File: src/rtl/boot_pkg.sv
// Shared types and constants for the instruction-memory boot loader.
package boot_pkg;

    localparam int BYTES_PER_WORD = 4;
    localparam int INSTR_WIDTH    = 32;

    typedef enum logic [2:0] {
        LEN_LO,
        LEN_HI,
        PAYLOAD,
        CHECK,
        DONE,
        ERROR
    } boot_state_e;

endpackage

File: src/rtl/byte_assembler.sv
// Packs accepted payload bytes little-endian into 32-bit instruction words.
module byte_assembler
    import boot_pkg::*;
(
    input  logic                   clk,
    input  logic                   reset,
    input  logic                   clear,
    input  logic                   byte_valid,
    input  logic [7:0]             byte_data,
    output logic                   word_valid,
    output logic [INSTR_WIDTH-1:0] word
);

    logic [1:0]  idx_q, idx_d;
    logic [23:0] low_q, low_d;

    always_comb begin
        idx_d = idx_q;
        low_d = low_q;
        if (clear) begin
            idx_d = '0;
            low_d = '0;
        end else if (byte_valid) begin
            idx_d = idx_q + 2'd1;
            case (idx_q)
                2'd0:    low_d[7:0]   = byte_data;
                2'd1:    low_d[15:8]  = byte_data;
                2'd2:    low_d[23:16] = byte_data;
                default: low_d        = low_q;
            endcase
        end
    end

    always_ff @(posedge clk) begin
        if (reset) begin
            idx_q <= '0;
            low_q <= '0;
        end else begin
            idx_q <= idx_d;
            low_q <= low_d;
        end
    end

    // The fourth byte completes the word straight from the input, no extra cycle.
    assign word_valid = byte_valid && !clear && (idx_q == 2'd3);
    assign word       = {byte_data, low_q};

endmodule

File: src/rtl/imem_boot_loader.sv
// Loads a framed, XOR-checked byte stream into instruction memory and holds the core in reset until it verifies.
module imem_boot_loader
    import boot_pkg::*;
#(
    parameter int                    ADDR_WIDTH = 64,
    parameter logic [ADDR_WIDTH-1:0] BASE_ADDR  = '0,
    parameter int                    MAX_WORDS  = 1024
) (
    input  logic                   clk,
    input  logic                   reset,
    input  logic                   in_valid,
    input  logic [7:0]             in_data,
    output logic                   in_ready,
    output logic                   imem_we,
    output logic [ADDR_WIDTH-1:0]  imem_addr,
    output logic [INSTR_WIDTH-1:0] imem_wdata,
    output logic                   cpu_reset,
    output logic                   done,
    output logic                   error,
    output boot_state_e            state_dbg
);

    // Byte transfer: a byte moves on a rising edge where in_valid && in_ready; no backpressure beyond in_ready.
    boot_state_e            state_q, state_d;
    logic                   accept, asm_valid, asm_clear, word_valid, last_word, oversize;
    logic [INSTR_WIDTH-1:0] word;
    logic [15:0]            len_w, len_q, word_cnt_q;
    logic [7:0]             len_lo_q, csum_q;
    logic [ADDR_WIDTH-1:0]  next_addr_q, imem_addr_q;
    logic [INSTR_WIDTH-1:0] imem_wdata_q;
    logic                   imem_we_q, done_q, error_q, cpu_reset_q;

    assign len_w     = {in_data, len_lo_q};
    assign oversize  = {16'd0, len_w} > 32'(MAX_WORDS);
    assign last_word = (word_cnt_q == len_q - 16'd1);

    always_ff @(posedge clk) begin
        if (reset) state_q <= LEN_LO;
        else       state_q <= state_d;
    end

    always_comb begin
        state_d = state_q;
        if (accept) begin
            case (state_q)
                LEN_LO:  state_d = LEN_HI;
                LEN_HI: begin
                    if (len_w == 16'd0) state_d = CHECK;
                    else if (oversize)  state_d = ERROR;
                    else                state_d = PAYLOAD;
                end
                PAYLOAD: if (word_valid && last_word) state_d = CHECK;
                CHECK:   state_d = (in_data == csum_q) ? DONE : ERROR;
                default: state_d = state_q;
            endcase
        end
    end

    always_comb begin
        in_ready  = !reset && (state_q inside {LEN_LO, LEN_HI, PAYLOAD, CHECK});
        accept    = in_valid && in_ready;
        asm_valid = accept && (state_q == PAYLOAD);
        asm_clear = reset || (state_q != PAYLOAD);
    end

    byte_assembler u_asm (
        .clk        (clk),
        .reset      (reset),
        .clear      (asm_clear),
        .byte_valid (asm_valid),
        .byte_data  (in_data),
        .word_valid (word_valid),
        .word       (word)
    );

    always_ff @(posedge clk) begin
        if (reset) begin
            len_lo_q     <= '0;
            len_q        <= '0;
            csum_q       <= '0;
            word_cnt_q   <= '0;
            next_addr_q  <= BASE_ADDR;
            imem_we_q    <= 1'b0;
            imem_addr_q  <= BASE_ADDR;
            imem_wdata_q <= '0;
            done_q       <= 1'b0;
            error_q      <= 1'b0;
            cpu_reset_q  <= 1'b1;
        end else begin
            imem_we_q <= word_valid;
            // The check byte itself is excluded from the running XOR.
            if (accept && state_q != CHECK) csum_q <= csum_q ^ in_data;
            if (accept && state_q == LEN_LO) len_lo_q <= in_data;
            if (accept && state_q == LEN_HI) len_q <= len_w;
            if (word_valid) begin
                imem_addr_q  <= next_addr_q;
                imem_wdata_q <= word;
                next_addr_q  <= next_addr_q + ADDR_WIDTH'(BYTES_PER_WORD);
                word_cnt_q   <= word_cnt_q + 16'd1;
            end
            done_q      <= (state_d == DONE);
            error_q     <= (state_d == ERROR);
            cpu_reset_q <= (state_d != DONE);
        end
    end

    assign imem_we    = imem_we_q;
    assign imem_addr  = imem_addr_q;
    assign imem_wdata = imem_wdata_q;
    assign done       = done_q;
    assign error      = error_q;
    assign cpu_reset  = cpu_reset_q;
    assign state_dbg  = state_q;

endmodule
File: config.mk
export PLATFORM = sky130hd
export DESIGN_NAME = imem_boot_loader
export DESIGN_NICKNAME = d
export VERILOG_FILES = /design/src/rtl/boot_pkg.sv /design/src/rtl/byte_assembler.sv /design/src/rtl/imem_boot_loader.sv
export SDC_FILE = /design/constraint.sdc
export NUM_CORES = 1
export LEC_CHECK = 0
export ABC_CLOCK_PERIOD_IN_PS = 3800
export CAP_MARGIN = 20
export CORE_MARGIN = 1
export CORE_UTILIZATION = 52
export DETAILED_ROUTE_END_ITERATION = 8
export GPL_TIMING_DRIVEN = 0
export PLACE_DENSITY_LB_ADDON = 0.08
export REMOVE_ABC_BUFFERS = 1
export SETUP_SLACK_MARGIN = 0.3
export SYNTH_ARGS = -nofsm -noshare
export SYNTH_HDL_FRONTEND = slang
export SYNTH_SLANG_ARGS = --single-unit
File: constraint.sdc
create_clock -name clk -period 3.8 [get_ports clk]
set_input_delay 1.14 -clock clk [delete_from_list [all_inputs] [get_ports clk]]
set_output_delay 1.14 -clock clk [all_outputs]
set_load 0.05 [all_outputs]
==> results of run 1 <==
-- worst min path at each step --
| stage | slack, ns | depth (start not counted) | to |
|---|---|---|---|
| after detailed placement | 0.45 | 2 | imem_addr[2]$_SDFFE_PP0P_ |
| after CTS | 0.45 | 2 | imem_wdata[27]$_SDFFE_PP0P_ |
| after global routing | 0.47 | 2 | imem_addr[61]$_SDFFE_PP0P_ |
| final | 0.45 | 2 | imem_addr[9]$_SDFFE_PP0P_ |
| after global placement | 0.44 | 2 | imem_addr[50]$_SDFFE_PP0P_ |
| after floorplan | 0.43 | 2 | imem_wdata[0]$_SDFFE_PP0P_ |
-- cells by family after synthesis --
kind of cell	count (synthesis)	synth area share (%)
adders and majority gates	7	0.8895
buffers and inverters	89	3.495
DFF	237	48.19
AOI/OAI and AO/OA	166	9.264
other	1	0.03809
muxes	11	1.118
and+or+nand+nor	603	28.38
xor gates and xnor gates	97	8.629
-- per-stage QoR --
| stage | setup TNS, ns | hold slack, ns | instance area, um^2 | power (mW) |
|---|---|---|---|---|
| floorplan | -224.32 | 0.4260 | 9554 | 2.643 |
| global placement | -2180.21 | 0.4416 | 10960 | 2.728 |
| detailed placement | -50.89 | 0.4455 | 11120 | 2.732 |
| CTS | 0 | 0.4536 | 12270 | 5.317 |
| global route | 0 | 0.4681 | 12360 | 5.437 |
| finish | 0 | 0.4509 | 12360 | 5.281 |
-- per-layer routing --
layer	share of wire, %	track usage [%]	vias to the layer above
met5	0	0	-
met4	1.8	6.709	0
met3	5.3	4.680	32
met2	45	40.17	201
met1	48	35.26	4019
li1	-	-	4236
-- cell type report --
type	instances	share of cell area, %
well taps	229	2.318
inverters	13	0.5264
repair buffers	133	12.65
flip-flops and latches	237	38.40
clock buffers	34	5.912
clock inverters	13	1.336
multi-input cells	887	38.85
-- power by group --
| group | switching [mW] | internal [mW] |
|---|---|---|
| clock | 1.02 | 1.56 |
| combinational | 0.114 | 0.0671 |
| sequential | 0.0178 | 2.50 |
-- timing repair --
item | CTS | global route
gates cloned | 7 | 2
pin swaps | 2 | 1
setup buffers | 2 | 3
gates resized for setup | 12 | 3
endpoints found under the setup margin | 129 | 4
-- Yosys cell counts (3+ instances only) --
| cell | n | area [um^2] |
|---|---|---|
| sky130_fd_sc_hd__or3_1 | 14 | 87.58 |
| sky130_fd_sc_hd__nand3_1 | 76 | 380.4 |
| sky130_fd_sc_hd__o21ai_0 | 6 | 30.03 |
| sky130_fd_sc_hd__clkbuf_1 | 65 | 244.0 |
| sky130_fd_sc_hd__xnor2_1 | 41 | 359.1 |
| sky130_fd_sc_hd__inv_1 | 12 | 45.04 |
| sky130_fd_sc_hd__dfxtp_1 | 237 | 4745 |
| sky130_fd_sc_hd__and4_1 | 10 | 87.58 |
| sky130_fd_sc_hd__ha_1 | 7 | 87.58 |
| sky130_fd_sc_hd__o22ai_1 | 3 | 18.77 |
| sky130_fd_sc_hd__and3_1 | 11 | 68.82 |
| sky130_fd_sc_hd__buf_1 | 7 | 26.28 |
| sky130_fd_sc_hd__nand2_1 | 298 | 1119 |
| sky130_fd_sc_hd__nand2b_1 | 7 | 43.79 |
| sky130_fd_sc_hd__nand3b_1 | 4 | 30.03 |
| sky130_fd_sc_hd__nand4_1 | 27 | 168.9 |
| sky130_fd_sc_hd__xor2_1 | 56 | 490.5 |
| sky130_fd_sc_hd__o21ai_1 | 7 | 35.03 |
| sky130_fd_sc_hd__a21oi_1 | 131 | 655.6 |
| sky130_fd_sc_hd__or4_1 | 4 | 30.03 |
| sky130_fd_sc_hd__nor2_1 | 97 | 364.1 |
| sky130_fd_sc_hd__mux2i_1 | 11 | 110.1 |
| sky130_fd_sc_hd__and2_1 | 10 | 62.56 |
| sky130_fd_sc_hd__nor4_1 | 13 | 81.33 |
| sky130_fd_sc_hd__nor3_1 | 16 | 80.08 |
-- state kept, by name (all words and copies together), names as in the netlist, 2 cells and up --
name         cells
u_asm.idx_q      2
len_lo_q         8
csum_q           8
imem_addr       62
next_addr_q     62
state_dbg        3
len_q           16
imem_wdata      32
word_cnt_q      16
u_asm.low_q     24
-- tightest hold or removal path: cells and delay by family (launching register included) --
| kind | cells | cell delay [ns] |
|---|---|---|
| AOI/OAI and AO/OA | 1 | 0.05 |
| DFF | 1 | 0.31 |
| and+or+nand+nor | 1 | 0.05 |
==> Implementation_results.wiki, run 1 <==
{| class="wikitable"
! Metric !! Value
|-
| Status || finished clean
|-
| Startpoint of the worst setup timing path || reset
|-
| Number of antenna violations at the first check in global routing || 0
|-
| CTS HTree Levels || 1
|-
| Number of cells in the design after placement || 1,484
|-
| Kind of start point of the critical path || primary input
|-
| Clock Skew || 0.01217 ns
|-
| Port buffer count || between 100 and 150
|-
| Static leakage || 4.362 nW
|-
| Total number of vias || 8,488
|-
| CP Data Arrival Time || 3.77 ns
|-
| Yosys synthesis warning count || 0
|-
| First-pass GRT wire length || ~40,000 um
|-
| Iteration-0 DRC count of the detailed router || 555
|-
| Critical Path Max Stage Delay || 0.52 ns
|-
| Ratio of cells with drive above 1 in the final layout || 6.378%
|-
| Vert. Die Dim || 139.6 um
|-
| Max Buffers Root-to-Sink || 3
|-
| Unrepaired setup endpoints after global routing || false
|-
| Sequential area share after synthesis || 48.19%
|-
| Reg-to-reg critical path endpoint || done$_SDFF_PP0_
|-
| Type of the worst setup path || primary input to flop
|-
| Fin. Hold Viols || 0
|-
| Worst flop-to-flop path startpoint || state_dbg[1]$_SDFF_PP0_
|-
| Detailed placer's ending HPWL || 13,730 um
|-
| Area of the die || 19,490 um^2
|-
| Dpl ws || -1.263 ns
|-
| Gate count of the mapped netlist || around 1,200
|-
| Hold buffer count at cts || 0
|-
| Clock root buffer master || sky130_fd_sc_hd__clkbuf_16
|-
| Slew margin rel. || 31.04%
|-
| Fill cells || about 1,500
|-
| Kind of cell adding the most delay to the critical path || simple AND/OR/NAND/NOR gates
|-
| Ordered cell list for the critical path || buf_16 > buf_16 > nor4b_4 > buf_6 > nand2_8 > buf_16 > inv_16 > buf_16 > nand4b_1 > a211o_4 > or4_4 > and3b_1
|-
| Cell with the largest stage delay on the worst path || sky130_fd_sc_hd__or4_4
|-
| Area used by sequential logic in the layout || 4746 um^2
|-
| Critical Path End || done$_SDFF_PP0_
|-
| Number of antenna repair diodes || 0
|-
| Shortest clock period the worst path allows after layout || 3.348 ns
|-
| Count of max-cap constraint violations || 0
|-
| Seq cells post-synth || 237
|-
| Remaining routing DRC violations || 0
|-
| Starting Density || 53.89%
|-
| Core outline area || between 15,000 and 20,000 um^2
|-
| Commonest non-fill, non-tap cells in the layout || sky130_fd_sc_hd__nand2_1, sky130_fd_sc_hd__dfxtp_1, sky130_fd_sc_hd__a21oi_1, sky130_fd_sc_hd__clkdlybuf4s50_1, sky130_fd_sc_hd__nor2_1
|-
| First-pass detailed-route iteration total || 5
|-
| Maximum number of pins on one net before global-route repair || 102
|-
| Endpoint kind of the worst setup timing path || flop
|-
| Number of pins exceeding their max-slew limit in the final report || 0
|-
| Avg WL per Cell || 15.89 um
|-
| Via-to-Cell Ratio || 5.490
|-
| Reg-to-reg slack, setup || 0.92 ns
|-
| Count of nets after finishing || 1,316
|-
| Most frequent standard cell in the layout excluding fill and tap cells || sky130_fd_sc_hd__nand2_1
|-
| Gr ovfl total || 0
|-
| Number of distinct library cells after synthesis || 56
|-
| Most prevalent standard cell on the critical path || sky130_fd_sc_hd__buf_16
|-
| Placement row count || 49
|-
| Worst-skew pair later-pin latency || 0.53 ns
|-
| Final Setup Violations || 0
|-
| Total routing resource utilization after global routing || 25.28%
|-
| Post-synthesis area per instance || 8.130 um^2
|-
| Classification of the worst-slack hold path || flop to flop
|-
| Worst min-delay path startpoint || imem_addr[9]$_SDFFE_PP0P_
|-
| Number of synthesized flops with an enable pin || 0
|-
| Layout area overhead || 25.53%
|-
| Required @ worst endpoint || 4.22 ns
|-
| Number of sinks on the clock net || 237
|-
| TritonCTS clock tree || done
|-
| Width of the die || 139.6 um
|-
| Post-CTS clock slew at the launch and capture registers of the worst setup and hold paths || about 0.06 ns
|-
| R2R depth || 10
|-
| Top_reg_cell synth || sky130_fd_sc_hd__dfxtp_1
|-
| Combined buffer and inverter count along the critical path || 6
|-
| TritonCTS buffer count || 26
|-
| Post-Route Utilization || 67.65%
|-
| Proportion of register bits with asynchronous set or reset after synthesis || 0%
|-
| Detailed-route wire length || 24,570 um
|-
| Smallest setup slack after layout || 0.4515 ns
|-
| Total power divided by cell area || 427.3 nW/um^2
|-
| Area taken by multi-input logic gates || just under 5000 um^2
|-
| FMAX || approximately 300 MHz
|-
| Post-DRT Antenna Nets || 0
|-
| Max Fanout on Critical Path || 102
|-
| Levels on crit path || 12
|-
| Final worst path period share || 88.12%
|-
| Post-synthesis instance area || 9846 um^2
|-
| Weighted congestion reported at the end of routability-driven placement || about 0.76
|-
| Vias in the first global route || 7,810
|-
| Worst slew pin tran || 1.030 ns
|-
| Top-level port count || 115
|-
| Worst-case vdd ir drop || 0.4603 mV
|-
| Final cell count without fillers || 1,546
|}
No activity file was read; power rests on OpenSTA's default activity.
==> run 2, diff against run 1 <==
Settings changed: CORE_MARGIN 1 to 5, GPL_ROUTABILITY_DRIVEN set to 1.
==> run 2 against run 1 <==
Compared with the run above:
- routed wire length fell by 4.5%
- critical endpoint unchanged
- largest power group is now registers
- worst setup slack got worse by 0.045 ns
- critical path type unchanged
- flip-flop and latch count did not move
==> Implementation_results.wiki, run 2 (synthesized netlist as in run 1, its figures left out) <==
{| class="wikitable"
! Metric !! Value
|-
| Status || finished clean
|-
| Starting Density || 52.64%
|-
| Global routing usage on met2 || 33.33%
|-
| Post-DRT Antenna Nets || 0
|-
| Weighted congestion reported at the end of routability-driven placement || 0.8248
|-
| Avg WL per Cell || 15.26 um
|-
| Width of the die || roughly 150 um
|-
| Gr ovfl total || 0
|-
| Total number of vias || 8,357
|-
| Count of max-cap constraint violations || 0
|-
| Grt peak-use layer || met2
|-
| Required @ worst endpoint || 4.20 ns
|-
| Final worst path period share || 89.31%
|-
| Placement row count || 50
|-
| Static leakage || 4.194 nW
|-
| Clock network fraction of design power || 47.1%
|-
| Remaining routing DRC violations || 0
|-
| Layout area overhead || 22.52%
|-
| Total routing resource utilization after global routing || 20.94%
|-
| R2R depth || 10
|-
| Kind of start point of the critical path || primary input
|-
| Worst slack on hold paths || ~0.45 ns
|-
| Post-Route Utilization || 64.49%
|-
| Worst-skew pair later-pin latency || 0.52 ns
|-
| Maximum number of pins on one net before global-route repair || 114
|-
| Max Buffers Root-to-Sink || 3
|-
| Number of antenna repair diodes || 0
|-
| Unrepaired setup endpoints after global routing || false
|-
| Number of sinks on the clock net || 237
|-
| Endpoint kind of the worst setup timing path || flop
|-
| Top-level port count || 115
|-
| Reg-to-reg critical path endpoint || done$_SDFF_PP0_
|-
| Core outline area || 18,710 um^2
|-
| Worst-case vdd ir drop || around 0.35 mV
|-
| Clock root buffer master || sky130_fd_sc_hd__clkbuf_16
|-
| TritonCTS buffer count || 25
|-
| Final Setup Violations || 0
|-
| TritonCTS clock tree || done
|-
| Switching portion of total power || 21.32%
|-
| Routing usage on met3 || 3.955%
|-
| FMAX || 294.7 MHz
|-
| Seq pwr share || between 40% and 50%
|-
| Switching power || ~1.1 mW
|-
| Fraction of met1 tracks used by global routing || between 20% and 30%
|-
| Iteration-0 DRC count of the detailed router || 500
|-
| Critical Path End || done$_SDFF_PP0_
|-
| First-pass detailed-route iteration total || 7
|-
| Detailed-route wire length || 23,450 um
|-
| Proportion of power drawn by combinational gates || 3.2%
|-
| Clock Skew || 0.01372 ns
|-
| Shortest clock period the worst path allows after layout || 3.394 ns
|-
| Commonest non-fill, non-tap cells in the layout || sky130_fd_sc_hd__nand2_1, sky130_fd_sc_hd__dfxtp_1, sky130_fd_sc_hd__a21oi_1, sky130_fd_sc_hd__clkdlybuf4s50_1, sky130_fd_sc_hd__nor2_1
|-
| Count of nets after finishing || about 1,300
|-
| Worst slew pin tran || 0.6273 ns
|-
| Hold buffer count at cts || 0
|-
| Slew margin rel. || 57.79%
|-
| Hold-critical path depth || 2
|-
| Vias in the first global route || slightly below 8,000
|-
| CP Data Arrival Time || ~3.8 ns
|-
| Fill cells || 1,653
|-
| Max Fanout on Critical Path || 99
|-
| Most frequent standard cell in the layout excluding fill and tap cells || sky130_fd_sc_hd__nand2_1
|-
| Post-CTS clock slew at the launch and capture registers of the worst setup and hold paths || 0.06 ns
|-
| Vert. Die Dim || 147.6 um
|-
| Via-to-Cell Ratio || 5.437
|-
| Total power divided by cell area || between 400 and 500 nW/um^2
|-
| Worst flop-to-flop path startpoint || state_dbg[1]$_SDFF_PP0_
|-
| Fin. Hold Viols || 0
|-
| Detailed placer's ending HPWL || 14,440 um
|-
| Number of pins exceeding their max-slew limit in the final report || 0
|-
| CTS HTree Levels || 1
|-
| Port buffer count || 112
|-
| Number of antenna violations at the first check in global routing || 0
|-
| Classification of the worst-slack hold path || flop to flop
|-
| Internal power || roughly 4 mW
|-
| First-pass GRT wire length || 38,940 um
|-
| Area of the die || 21,790 um^2
|-
| Ratio of cells with drive above 1 in the final layout || 5.219%
|-
| Startpoint of the worst setup timing path || reset
|-
| Type of the worst setup path || primary input to flop
|-
| Reg-to-reg slack, setup || 0.77 ns
|}
-- run 2: worst min path at each step --
stage / slack [ns] / startpoint / to
after floorplan: 0.43 / u_asm.low_q[0]$_SDFFE_PP0P_ / imem_wdata[0]$_SDFFE_PP0P_
after global placement: 0.44 / imem_wdata[24]$_SDFFE_PP0P_ / imem_wdata[24]$_SDFFE_PP0P_
after detailed placement: 0.44 / u_asm.low_q[9]$_SDFFE_PP0P_ / imem_wdata[9]$_SDFFE_PP0P_
after CTS: 0.46 / imem_addr[11]$_SDFFE_PP0P_ / imem_addr[11]$_SDFFE_PP0P_
after global routing: 0.47 / imem_addr[51]$_SDFFE_PP0P_ / imem_addr[51]$_SDFFE_PP0P_
final: 0.45 / imem_addr[51]$_SDFFE_PP0P_ / imem_addr[51]$_SDFFE_PP0P_
-- run 2: final cells by class --
type | count | area [um^2] | area share (%)
inverters | 13 | 75.07 | 0.6223
flip-flops and latches | 237 | 4746 | 39.34
repair inverters | 1 | 11.26 | 0.09335
clock buffers | 34 | 709.4 | 5.881
well taps | 234 | 292.8 | 2.427
repair buffers | 123 | 1321 | 10.95
clock inverters | 8 | 96.34 | 0.7987
multi-input cells | 887 | 4811 | 39.88
-- run 2: what timing repair did --
action,4_1_cts,5_1_grt
gates cloned,1,2
setup buffers,3,0
setup endpoints to repair,42,17
resized for setup,9,3
pin swaps,2,2
-- run 2: metal layers --
metal | vias to the layer above | share of wire [%]
met2 | 195 | 45
li1 | 4211 | -
met1 | 3921 | 47
met4 | 0 | 1.5
met5 | - | 0
met3 | 30 | 6.0
-- run 2: stage by stage --
stage          TNS (ns)  cells  worst slack, ns  cell area [um^2]  power [mW]
6_report              0   1537           0.4063             12060       5.067
5_1_grt               0   1537           0.3037             12060       5.234
4_1_cts               0   1534           0.2511             12020       5.117
3_5_place_dp     -33.81   1488           -1.022             11110       2.732
3_3_place_gp   -2200.18   1482           -11.93             10970       2.728
2_1_floorplan   -224.32   1136           -2.435              9554       2.643
-- run 2: power groups by stage --
stage               Clock [mW]  Sequential (mW)  Combinational [mW]
finish                    2.39             2.52               0.163
global placement             0             2.57               0.158
global route              2.54             2.52               0.177
detailed placement           0             2.57               0.161
floorplan                    0             2.57              0.0699
CTS                       2.44             2.52               0.161
-- run 2: worst max-delay path, cell delays in order --
cell	delay, ns
sky130_fd_sc_hd__buf_12	0.20
sky130_fd_sc_hd__nor4b_4	0.31
sky130_fd_sc_hd__buf_4	0.17
sky130_fd_sc_hd__buf_6	0.22
sky130_fd_sc_hd__nand2_8	0.18
sky130_fd_sc_hd__clkinv_16	0.14
sky130_fd_sc_hd__buf_16	0.20
sky130_fd_sc_hd__nand4b_1	0.14
sky130_fd_sc_hd__a211o_4	0.28
sky130_fd_sc_hd__or4_4	0.52
sky130_fd_sc_hd__and3b_1	0.20
==> run 3, diff against run 2 <==
Settings changed: GPL_ROUTABILITY_DRIVEN 1 to 0.
==> results of run 3 <==
The final DEF is identical to that of run 2; final timing and power are the same.
